$ cat src/rtl/jk_arb_pkg.sv
// Shared types and constants for the JK operation arbiter: FSM states,
// op encodings and the op-to-j/k mapping.
package jk_arb_pkg;

    localparam int OP_W = 2;

    typedef enum logic [1:0] {
        IDLE  = 2'd0,
        APPLY = 2'd1,
        ACK   = 2'd2
    } state_t;

    localparam logic [OP_W-1:0] OP_HOLD = 2'b00;
    localparam logic [OP_W-1:0] OP_CLR  = 2'b01;
    localparam logic [OP_W-1:0] OP_SET  = 2'b10;
    localparam logic [OP_W-1:0] OP_TGL  = 2'b11;

    // Returns {j, k} for an op code.
    function automatic logic [1:0] op_to_jk(input logic [OP_W-1:0] op);
        logic [1:0] jk;
        case (op)
            OP_CLR:  jk = 2'b01;
            OP_SET:  jk = 2'b10;
            OP_TGL:  jk = 2'b11;
            default: jk = 2'b00;
        endcase
        return jk;
    endfunction

endpackage

$ cat src/rtl/jk_cell.sv
// One JK bit: a D flip-flop fed by d = (j & ~q) | (~k & q),
// asynchronously cleared by active-low rst_n.
module jk_cell (
    input  logic clk,
    input  logic rst_n,
    input  logic j,
    input  logic k,
    output logic q
);

    logic d;

    assign d = (j & ~q) | (~k & q);

    always_ff @(posedge clk or negedge rst_n) begin
        if (!rst_n) begin
            q <= 1'b0;
        end else begin
            q <= d;
        end
    end

endmodule

$ cat src/rtl/jk_op_arbiter.sv
// Round-robin arbiter letting NREQ requesters apply masked JK ops to a shared
// WIDTH-bit register. Optional completed-op counter enabled by JK_ARB_CNT_EN.
module jk_op_arbiter
    import jk_arb_pkg::*;
#(
    parameter int NREQ  = 4,
    parameter int WIDTH = 8
) (
    input  logic                     clk,
    input  logic                     rst_n,
    input  logic [NREQ-1:0]          req_valid,
    input  logic [OP_W*NREQ-1:0]     req_op,
    input  logic [WIDTH*NREQ-1:0]    req_mask,
    output logic [NREQ-1:0]          req_ready,
    output logic [WIDTH-1:0]         q,
    output logic [WIDTH-1:0]         qbar,
    output logic [$clog2(NREQ)-1:0]  grant_id,
    output logic                     busy
`ifdef JK_ARB_CNT_EN
    ,
    output logic [15:0]              op_count
`endif
);

    localparam int IW = $clog2(NREQ);

    state_t              state;
    logic                found;
    logic [IW-1:0]       win;
    logic [OP_W-1:0]     op_lat;
    logic [WIDTH-1:0]    mask_lat;
    logic [1:0]          jk_sel;
    logic [WIDTH-1:0]    j;
    logic [WIDTH-1:0]    k;

    // Round-robin search starting one past the last grant.
    always_comb begin
        int idx;
        found = 1'b0;
        win   = '0;
        idx   = 0;
        for (int i = 1; i <= NREQ; i++) begin
            idx = (int'(grant_id) + i) % NREQ;
            if (!found && req_valid[idx[IW-1:0]]) begin
                found = 1'b1;
                win   = idx[IW-1:0];
            end
        end
    end

    assign jk_sel = op_to_jk(op_lat);

    always_comb begin
        j = '0;
        k = '0;
        if (state == APPLY) begin
            j = jk_sel[1] ? mask_lat : '0;
            k = jk_sel[0] ? mask_lat : '0;
        end
    end

    always_ff @(posedge clk or negedge rst_n) begin
        if (!rst_n) begin
            state     <= IDLE;
            grant_id  <= IW'(NREQ - 1);
            req_ready <= '0;
            busy      <= 1'b0;
        end else begin
            case (state)
                IDLE: begin
                    if (found) begin
                        state    <= APPLY;
                        grant_id <= win;
                        busy     <= 1'b1;
                    end
                end
                APPLY: begin
                    state     <= ACK;
                    req_ready <= {{(NREQ-1){1'b0}}, 1'b1} << grant_id;
                end
                ACK: begin
                    state     <= IDLE;
                    req_ready <= '0;
                    busy      <= 1'b0;
                end
                default: begin
                    state     <= IDLE;
                    req_ready <= '0;
                    busy      <= 1'b0;
                end
            endcase
        end
    end

    // Operand capture on the grant edge; the op in flight ignores later input changes.
    always_ff @(posedge clk) begin
        if (state == IDLE && found) begin
            op_lat   <= req_op[int'(win)*OP_W +: OP_W];
            mask_lat <= req_mask[int'(win)*WIDTH +: WIDTH];
        end
    end

    for (genvar b = 0; b < WIDTH; b++) begin : g_cell
        jk_cell u_cell (
            .clk   (clk),
            .rst_n (rst_n),
            .j     (j[b]),
            .k     (k[b]),
            .q     (q[b])
        );
    end

    assign qbar = ~q;

`ifdef JK_ARB_CNT_EN
    always_ff @(posedge clk or negedge rst_n) begin
        if (!rst_n) begin
            op_count <= '0;
        end else if (state == ACK && op_count != 16'hFFFF) begin
            op_count <= op_count + 16'd1;
        end
    end
`endif

endmodule

$ cat config.mk
export PLATFORM = sky130hd
export DESIGN_NAME = jk_op_arbiter
export DESIGN_NICKNAME = d
export VERILOG_FILES = /design/src/rtl/jk_arb_pkg.sv /design/src/rtl/jk_cell.sv /design/src/rtl/jk_op_arbiter.sv
export SDC_FILE = /design/constraint.sdc
export NUM_CORES = 1
export LEC_CHECK = 0
export ABC_AREA = 1
export BUFFER_PORTS_ARGS = -buffer_cell sky130_fd_sc_hd__buf_4
export CORE_AREA = 4 4 83 62
export DETAILED_ROUTE_END_ITERATION = 10
export DIE_AREA = 0 0 87 66
export PLACE_DENSITY = 0.78
export SETUP_SLACK_MARGIN = 0.3
export SYNTH_ARGS = -nofsm -noshare
export SYNTH_HDL_FRONTEND = slang
export SYNTH_HIERARCHICAL = 1
export SYNTH_SLANG_ARGS = --single-unit
$ cat constraint.sdc
create_clock -name clk -period 2.41 [get_ports clk]
set_input_delay 0.1205 -clock clk [delete_from_list [all_inputs] [get_ports clk]]
set_output_delay 0.1205 -clock clk [all_outputs]
set_load 0.02 [all_outputs]
==> results of run 1 <==
==> through the flow <==
stage,power [mW],util,std cells,area [µm²]
after floorplan,2.95,-,291,1900
after global placement,3.53,0.573,411,2450
after detailed placement,3.62,0.573,411,2450
after CTS,4.34,0.620,423,2650
after global routing,5.17,0.658,428,2820
final,4.78,0.658,428,2820
==> sequential cells by signal, indices dropped and copies added, names as in the netlist <==
register,flops
req_ready,4
g_cell.u_cell/q,8
busy,1
op_lat,2
grant_id,2
state,2
mask_lat,8
==> metal layers <==
layer / vias up / part of all wire / track usage
met4: 0 / 0.026 / 0.0409
met5: - / 0 / 0
met2: 87 / 0.45 / 0.266
met3: 12 / 0.064 / 0.0336
met1: 883 / 0.46 / 0.257
li1: 1032 / - / -
==> final timing paths <==
path | start | to | slack (ps) | depth (start not counted)
max in group asynchronous | rst_n | grant_id[0] | 1910 | 2
min in group asynchronous | rst_n | req_ready[2] | 230 | 2
worst min register to register | state[1] | busy | 490 | 1
worst max-delay path | grant_id[0] | mask_lat[3] | 140 | 13
worst min-delay path | req_mask[25] | mask_lat[1] | 220 | 5
worst max register to register | grant_id[0] | mask_lat[3] | 140 | 13
==> cells by family (layout without fill, tap and decap cells) <==
group,after synthesis,in the layout
and+or+nand+nor,159,160
adders and majority gates,4,4
buffers and inverters,92,173
DFF,27,27
AOI/OAI and AO/OA,9,9
==> cell usage in the layout, fill, tap and decap left out, types with 2 or more instances in the layout <==
cell	n
nand2_1	83
inv_1	79
buf_4	75
nand3_1	40
nor2_1	18
dfrtp_1	15
edfxtp_1	10
nand3_2	7
a22o_1	4
inv_4	3
nand2_2	3
nand2_8	3
ha_1	3
clkbuf_8	3
buf_6	3
inv_2	2
nand2_4	2
o21ai_1	2
dfstp_2	2
buf_12	2
==> final cells by class <==
class,instances,share of cell area
multi-input cells,173,0.327
flip-flops and latches,27,0.259
repair buffers,83,0.248
inverters,85,0.121
well taps,55,0.0244
clock buffers,3,0.0147
repair inverters,1,0.00400
clock inverters,1,0.00222
==> timing repair <==
action | CTS | global route
hold endpoints to repair | 17 | 0
cloned | 2 | 2
endpoints found under the setup margin | 18 | 21
setup buffers | 5 | 3
hold buffers | 1 | 0
resized for setup | 16 | 26
pin swaps | 4 | 16
==> critical path, stage by stage, from the launching register on <==
cell,delay [ps]
dfstp_2,580
inv_6,50
ha_4,290
inv_4,40
nand3_4,70
nand2_2,70
inv_2,70
nand4_1,170
nand2_4,150
buf_12,150
clkbuf_16,150
nand3_2,50
nand3_1,100
nand2_1,80
==> Yosys cell counts <==
library cell,count,area share
buf_6,2,0.012
nand4_1,1,0.0033
nand3_1,48,0.13
o21ai_0,2,0.0053
nor2_1,19,0.038
inv_2,2,0.0040
buf_2,2,0.0053
nand3b_1,1,0.0040
buf_4,3,0.012
o21ai_1,2,0.0053
a22o_1,4,0.019
edfxtp_1,10,0.16
dfrtp_1,15,0.20
dfstp_2,2,0.028
ha_1,4,0.027
nand2_1,88,0.18
nand2_2,2,0.0067
inv_1,83,0.17
a21oi_1,1,0.0027
==> where the power goes <==
group | total (mW) | internal (mW) | switching (mW) | leakage [nW]
Sequential | 0.997 | 0.846 | 0.151 | 0.305
Combinational | 3.53 | 1.41 | 2.12 | 1.32
Clock | 0.260 | 0.118 | 0.141 | 0.0260
Total | 4.78 | 2.37 | 2.41 | 1.65
==> flow_summary.yaml, run 1 <==
status:
  outcome: "complete, no violations"
logic_synthesis:
  synth_nets: 341
  netlist_instances: 291
  netlist_area_mm2: 0.00188
  synthAdderAreaFrac: 0.0266
  synth_compound_area_frac: 0.0319
  yosysSeqAreaShare: 0.387
  synth.avg_cell_area_um2: 6.46
  synth-simple-area-share: 0.355
  ys_types: 19
  synth_mux_area_frac: 0
  synth_top_family_by_area: "simple AND/OR/NAND/NOR gates"
  yosysWarnings: 6
  synthXorXnorAreaFrac: 0
  synth-seq-cells: 27
clocking:
  cts_tree: "built"
  root_buffer: "clkbuf_8"
  cts_made_buffers: 3
  clock_latency_ps: 270
  htreeDepth: 1
  cts_sinks: 27
  clockBufferDepth: 2
  clkTransAtPathRegs_ps: 100
sta:
  max_slew_margin: 0.613
  fmax_mhz: 441
  tns_ps: 0
  setup_viol: 0
  finalCritPeriodShare: 0.942
  fin_ws_ps: 140
  drv_slew: 0
  finalHoldViolations: 0
  fin_skew_ps: 9.70
  fin_hold_ws_ps: 216
  period_needed_ps: 2270
  rsz0062_at_grt: "yes"
  tightest_slew_ps: 578
global_route:
  grt_overflow_total: 0
  grt_use_total: 0.176
  grt_pass1_vias: 1806
  antenna_found_initial: 0
  grt_max_degree: 21
  grt_pass1_wl_um: 8110
critical_path:
  start_kind: "register"
  cp_max_fo: 5
  cp-end-kind: "register"
  cp_data_arrival_time_ps: 2290
  critPathKind: "register to register"
  worst_ep_required_time_ps: 2430
placement:
  pre_cts_ws_ps: 112
  dp_hpwl_um: 3630
  numPortBuffers: 68
  place_congestion: 0.785
die:
  die_y_um: 66
  die-area_mm2: 0.00574
  dieWidth_um: 87
  core_mm2: 0.00428
  start_util: 0.439
  ios: 69
  rows: 20
power:
  powerDensity_mw_per_mm2: 1700
  peakVddDrop_uv: 1110
  leakage_nw: 1.65
route:
  ant_nets: 0
  first_iter_violations: 114
  wl_um: 5360
  avgRoutedWirePerCell_um: 12.5
  remaining_drc_errors: 0
  viasPerCell: 4.71
  dr.pass1.iters: 5
  route.vias.total: 2014
run:
  drv_cap: 0
final_layout:
  area_delta_synth_final_pct: 49.8
  drive_gt1_frac: 0.306
  fillers: 360
  final_net_count: 424
  diodes: 0
  multiInputGateArea_um2: 920
  register_area_um2: 728
hold_path:
  hp-class: "input port to register"
(Power assumes the default switching activity.)
==> run 2, diff against run 1 <==
CORE_AREA = 4 4 51 99   (was 4 4 83 62)
DIE_AREA = 0 0 55 103   (was 0 0 87 66)
PLACE_DENSITY = 0.79   (was 0.78)
==> run 2 against run 1 <==
Flip-flop and latch count is the same. Sequential share of layout area shrank 0.43 points. Global-route usage grew 0.50 points. Critical path depth grew 2. Via count grew 4.0%. Clock skew shrank 8.6 ps. Total power grew 3.0%. Worst hold slack gained 4.9 ps. Core utilization grew 0.84 points. Critical endpoint is now mask_lat[1]. Largest power group unchanged.
==> flow_summary.yaml, run 2 (same netlist as run 1, synthesis figures left out) <==
critical_path:
  cp_data_arrival_time_ps: 2270
  r2r_end: "mask_lat[1]"
  slowest_delay_ps: 590
  crit_chain: "inv_4, ha_4, inv_4, nand3_4, nand2_4, nand2_4, nand2_4, nor2_4, nand2_2, buf_6, buf_12, buf_16, nand3_1, nand3_1, nand2_1"
  reg2reg_depth: 15
  worst_ep_required_time_ps: 2440
  crit_path_start: "grant_id[1]"
  critPathKind: "register to register"
  r2r_start: "grant_id[1]"
  r2r_setup_slack_ps: 170
  start_kind: "register"
  slowest_stage: "dfstp_2"
  cp-end-kind: "register"
  crit_top_cell: "nand2_4"
  cp_max_fo: 10
  crit_end: "mask_lat[1]"
global_route:
  grt_pass1_wl_um: 7710
  grt_use_total: 0.181
  grt_overflow_total: 0
  grt_max_degree: 21
  grt_pass1_vias: 1909
  antenna_found_initial: 0
sta:
  rsz0062_at_grt: "yes"
  finalCritPeriodShare: 0.931
  fin_hold_ws_ps: 221
  period_needed_ps: 2240
  fmax_mhz: 446
  fin_skew_ps: 1.09
  finalHoldViolations: 0
  tightest_slew_ps: 459
  tns_ps: 0
  setup_viol: 0
  max_slew_margin: 0.693
  drv_slew: 0
power:
  powerDensity_mw_per_mm2: 1720
  peakVddDrop_uv: 1290
  power.total_mw: 4.93
  leakage_nw: 1.67
route:
  avgRoutedWirePerCell_um: 12.3
  first_iter_violations: 69
  route.vias.total: 2094
  remaining_drc_errors: 0
  ant_nets: 0
  dr.pass1.iters: 5
  viasPerCell: 4.87
  wl_um: 5290
final_layout:
  mostFrequentLayoutCell: "inv_1"
  drive_gt1_frac: 0.343
  fillers: 389
  diodes: 0
  fin_cells: 430
  final_net_count: 427
  area_delta_synth_final_pct: 52.3
  top_regs: "g_cell.u_cell/q (8), mask_lat (8), req_ready (4)"
  most-common-layout-cells: "79 x inv_1, 78 x buf_4, 73 x nand2_1"
clocking:
  cts_sinks: 27
  clkTransAtPathRegs_ps: 90
  root_buffer: "clkbuf_8"
  clock_latency_ps: 270
  cts_made_buffers: 3
  htreeDepth: 1
  clockBufferDepth: 2
  cts_tree: "built"
status:
  outcome: "complete, no violations"
die:
  start_util: 0.438
  core_mm2: 0.00430
  die-area_mm2: 0.00567
  rows: 34
  dieWidth_um: 55
  die_y_um: 103
  ios: 69
placement:
  post-place-cells: 409
  dp_hpwl_um: 3560
  place_congestion: 0.783
  numPortBuffers: 68
run:
  drv_cap: 0
hold_path:
  hp-class: "input port to register"
## run 2: cell count changes in the layout (fill, tap and decap cells not counted), sizes merged
| cell | change |
|---|---|
| buf | +4 |
| inv | -2 |
| nand2 | +1 |
## run 2: final cells by class
| cell class | instances | area, µm² | share of cell area |
|---|---|---|---|
| multi-input combinational | 174 | 980 | 0.342 |
| sequential | 27 | 728 | 0.254 |
| timing repair buffer | 86 | 707 | 0.247 |
| inverter | 85 | 337 | 0.118 |
| tap | 54 | 67.6 | 0.0236 |
| clock buffer | 4 | 45.0 | 0.0157 |
## run 2: power breakdown
| group | internal [mW] | switching (mW) |
|---|---|---|
| sequential | 0.846 | 0.137 |
| clock | 0.118 | 0.133 |
| combinational | 1.50 | 2.19 |
| total | 2.46 | 2.46 |
## run 2: worst min-delay path by stage
stage                             from            to  slack (ps)  depth (start not counted)
after global placement           rst_n  req_ready[0]          -4                          1
after detailed placement         rst_n  req_ready[1]          -4                          1
final                     req_mask[28]   mask_lat[4]         220                          5
after floorplan                  rst_n          busy        -180                          0
after CTS                    req_op[7]     op_lat[1]         220                          5
after global routing      req_mask[28]   mask_lat[4]         230                          5
## run 2: per-stage QoR
step / utilization / worst slack [ps] / cell area (µm²)
2_1_floorplan: - / 310 / 1900
3_3_place_gp: 0.568 / 168 / 2440
3_5_place_dp: 0.568 / 85.8 / 2440
4_1_cts: 0.627 / 316 / 2690
5_1_grt: 0.667 / 38.6 / 2860
6_report: 0.667 / 165 / 2860
## run 2: layer usage
metal,part of all wire,GRT usage,routed length [µm],vias to the layer above
li1,-,-,-,1033
met1,0.34,0.179,1810,946
met2,0.56,0.337,2980,89
met3,0.045,0.0203,238,26
met4,0.051,0.103,270,0
met5,0,0,0,-
## run 2: worst max-delay path: cells and delay by family, from the launching register on
kind          cells  cell delay (ps)
fa+ha+maj         1              260
simple gates      9              680
flops             1              590
buf+inv           5              470
## run 2: timing repair
action                     4_1_cts  5_1_grt
gates cloned                     3        0
hold buffers                     1        0
setup endpoints to repair       11       21
resized for setup               23       34
pin swaps                        0       21
hold endpoints to repair        17        0
buffers inserted                 7        6
==> run 3, diff against run 2 <==
BUFFER_PORTS_ARGS = default   (was -buffer_cell sky130_fd_sc_hd__buf_4)
CORE_AREA = 4 4 52 100   (was 4 4 51 99)
DIE_AREA = 0 0 56 104   (was 0 0 55 103)
DONT_BUFFER_PORTS = 1   (was default)
PLACE_DENSITY = 0.64   (was 0.79)
SYNTH_HIERARCHICAL = default   (was 1)
==> run 3 against run 2 <==
Clock skew up 5.3 ps. Flip-flop and latch count unchanged. Critical path depth shrank 2. Register-to-register slack better by 120 ps. Critical endpoint is now mask_lat[4].
==> flow_summary.yaml, run 3 <==
status:
  outcome: "complete, no violations"
logic_synthesis:
  synthFlopType: "dfrtp_1"
  netlist_instances: 259
  synth.avg_cell_area_um2: 7.40
  postSynth.asyncResetShare: 0.630
  synth_area_leaders: "dfrtp_1 20%, edfxtp_1 16%, nand3_1 13%"
  yosysWarnings: 0
  yosysTopAreaCellShare: 0.196
  synth_edf_count: 10
  synth-seq-cells: 27
  ys_types: 28
  yosysMostFrequentCell: "inv_1"
  netlist_area_mm2: 0.00192
  yosys.area.top_type: "dfrtp_1"
  synth_top_cells_by_count: "59 x inv_1, 56 x nand2_1, 48 x nand3_1"
  yosysSeqAreaShare: 0.380
  synth_nets: 309
route:
  dr_wl_met2_um: 2380
  first_iter_violations: 40
  wl_met1_um: 1720
  wl_um: 4420
  dr.pass1.iters: 4
  remaining_drc_errors: 0
  viasPerCell: 5.15
  route.vias.total: 1607
  ant_nets: 0
  wl_met3_um: 141
  avgRoutedWirePerCell_um: 14.2
  highest_layer: "met4"
critical_path:
  path_delay_family: "simple AND/OR/NAND/NOR gates"
  slowest_stage: "dfstp_2"
  cp-end-kind: "register"
  crit_buf_inv: 3
  cp_data_arrival_time_ps: 2160
  slowest_delay_ps: 600
  cp_max_fo: 6
  crit_top_cell: "nand2_2"
  crit_chain: "inv_8, ha_4, inv_4, nand3_2, nand2_2, nand2_2, nand2_2, nand2_4, nand2_8, clkbuf_16, nand3_1, nand3_1, nand2_1"
  worst_ep_required_time_ps: 2440
  critPathKind: "register to register"
  start_kind: "register"
sta:
  tns_ps: 0
  rsz0062_at_grt: "yes"
  setup_viol: 0
  period_needed_ps: 2130
  finalHoldViolations: 0
  finalCritPeriodShare: 0.882
  max_slew_margin: 0.490
  fin_hold_ws_ps: 134
  drv_slew: 0
  fmax_mhz: 471
  fin_skew_ps: 6.40
  tightest_slew_ps: 762
clocking:
  htreeDepth: 1
  cts_sinks: 27
  root_buffer: "clkbuf_8"
  clock_latency_ps: 270
  clockBufferDepth: 2
  cts_made_buffers: 3
  clkTransAtPathRegs_ps: 90
  cts_tree: "built"
die:
  dieWidth_um: 56
  die-area_mm2: 0.00582
  die_y_um: 104
  rows: 34
  core_mm2: 0.00442
  start_util: 0.433
  ios: 69
global_route:
  grt_pass1_vias: 1531
  grt_use_total: 0.140
  grt_overflow_total: 0
  grt_pass1_wl_um: 6650
  antenna_found_initial: 0
  grt_max_degree: 22
run:
  drv_cap: 0
final_layout:
  mostFrequentLayoutCell: "inv_1"
  most-common-layout-cells: "57 x inv_1, 49 x nand2_1, 44 x nand3_1"
  top_regs: "g_cell.u_cell.q (8), mask_lat (8), req_ready (4)"
  diodes: 0
  drive_gt1_frac: 0.190
  final_net_count: 309
  fillers: 450
  area_delta_synth_final_pct: 13.7
  stdcell_area_mm2: 0.00218
placement:
  placed_cell_area_mm2: 0.00191
  numPortBuffers: 0
  dp_hpwl_um: 3200
  place_congestion: 0.861
hold_path:
  hp-class: "input port to register"
## run 3: changes by cell type in the layout (fill, tap and decap cells not counted), moves of 4 or more
cell     before  now
nor2_1       18    4
a31oi_1       0    8
nand3_1      37   44
nand2_4       6    2
nand2_1      73   49
a41oi_1       0    8
inv_1        79   57
buf_4        78    5
## run 3: final timing paths
path / depth (start not counted) / start / endpoint / slack, ps
worst max-delay path: 13 / grant_id[0] / mask_lat[4] / 280
worst min-delay path: 4 / req_mask[22] / mask_lat[6] / 130
worst max register to register: 13 / grant_id[0] / mask_lat[4] / 280
worst min register to register: 1 / state[1] / busy / 490
max in group asynchronous: 1 / rst_n / state[0] / 1580
min in group asynchronous: 1 / rst_n / g_cell[5].u_cell.q / 350
## run 3: logic make-up (layout without fill, tap and decap cells)
| kind of cell | count (synthesis) | after routing | share of synthesized area |
|---|---|---|---|
| buffers and inverters | 82 | 80 | 0.197 |
| adders and majority gates | 4 | 4 | 0.0261 |
| and+or+nand+nor | 120 | 121 | 0.291 |
| AOI/OAI and AO/OA | 26 | 26 | 0.106 |
| DFF | 27 | 27 | 0.380 |
## run 3: worst reg2reg max path, cell delays in order (launching register included)
cell and delay, ps:
dfstp_2 600, inv_8 50, ha_4 250, inv_4 80
nand3_2 80, nand2_2 90, nand2_2 60, nand2_2 80
nand2_4 80, nand2_8 150, clkbuf_16 160, nand3_1 60
nand3_1 80, nand2_1 60
## run 3: layout make-up
type	instances	area, µm²	area share
multi-input cells	151	917	0.421
inverters	62	248	0.114
repair inverters	1	5.00	0.00230
repair buffers	13	163	0.0747
clock inverters	1	7.51	0.00345
clock buffers	3	41.3	0.0190
well taps	54	67.6	0.0310
flip-flops and latches	27	728	0.334
## run 3: repair_timing
action / in CTS / in global routing
hold buffers: 1 / 0
setup endpoints to repair: 10 / 20
endpoints found under the hold margin: 17 / 0
buffers inserted: 0 / 3
cloned: 0 / 5
gates resized for setup: 4 / 20
pin swaps: 0 / 12
## run 3: layer usage
metal / track usage / vias up
met5: 0 / -
met4: 0.0764 / 0
met3: 0.00870 / 15
met2: 0.256 / 57
met1: 0.154 / 713
li1: - / 822
## run 3: metrics by stage
stage          instances  setup WS [ps]   util
2_1_floorplan        259            305      -
3_3_place_gp         299            239  0.432
3_5_place_dp         299            223  0.432
4_1_cts              304            298  0.449
5_1_grt              312            184  0.492
6_report             312            285  0.492
Power of run 3 is left out: the tool's default activity adds up to more than one toggle a clock period on the data nets, which glitch-free logic cannot reach.
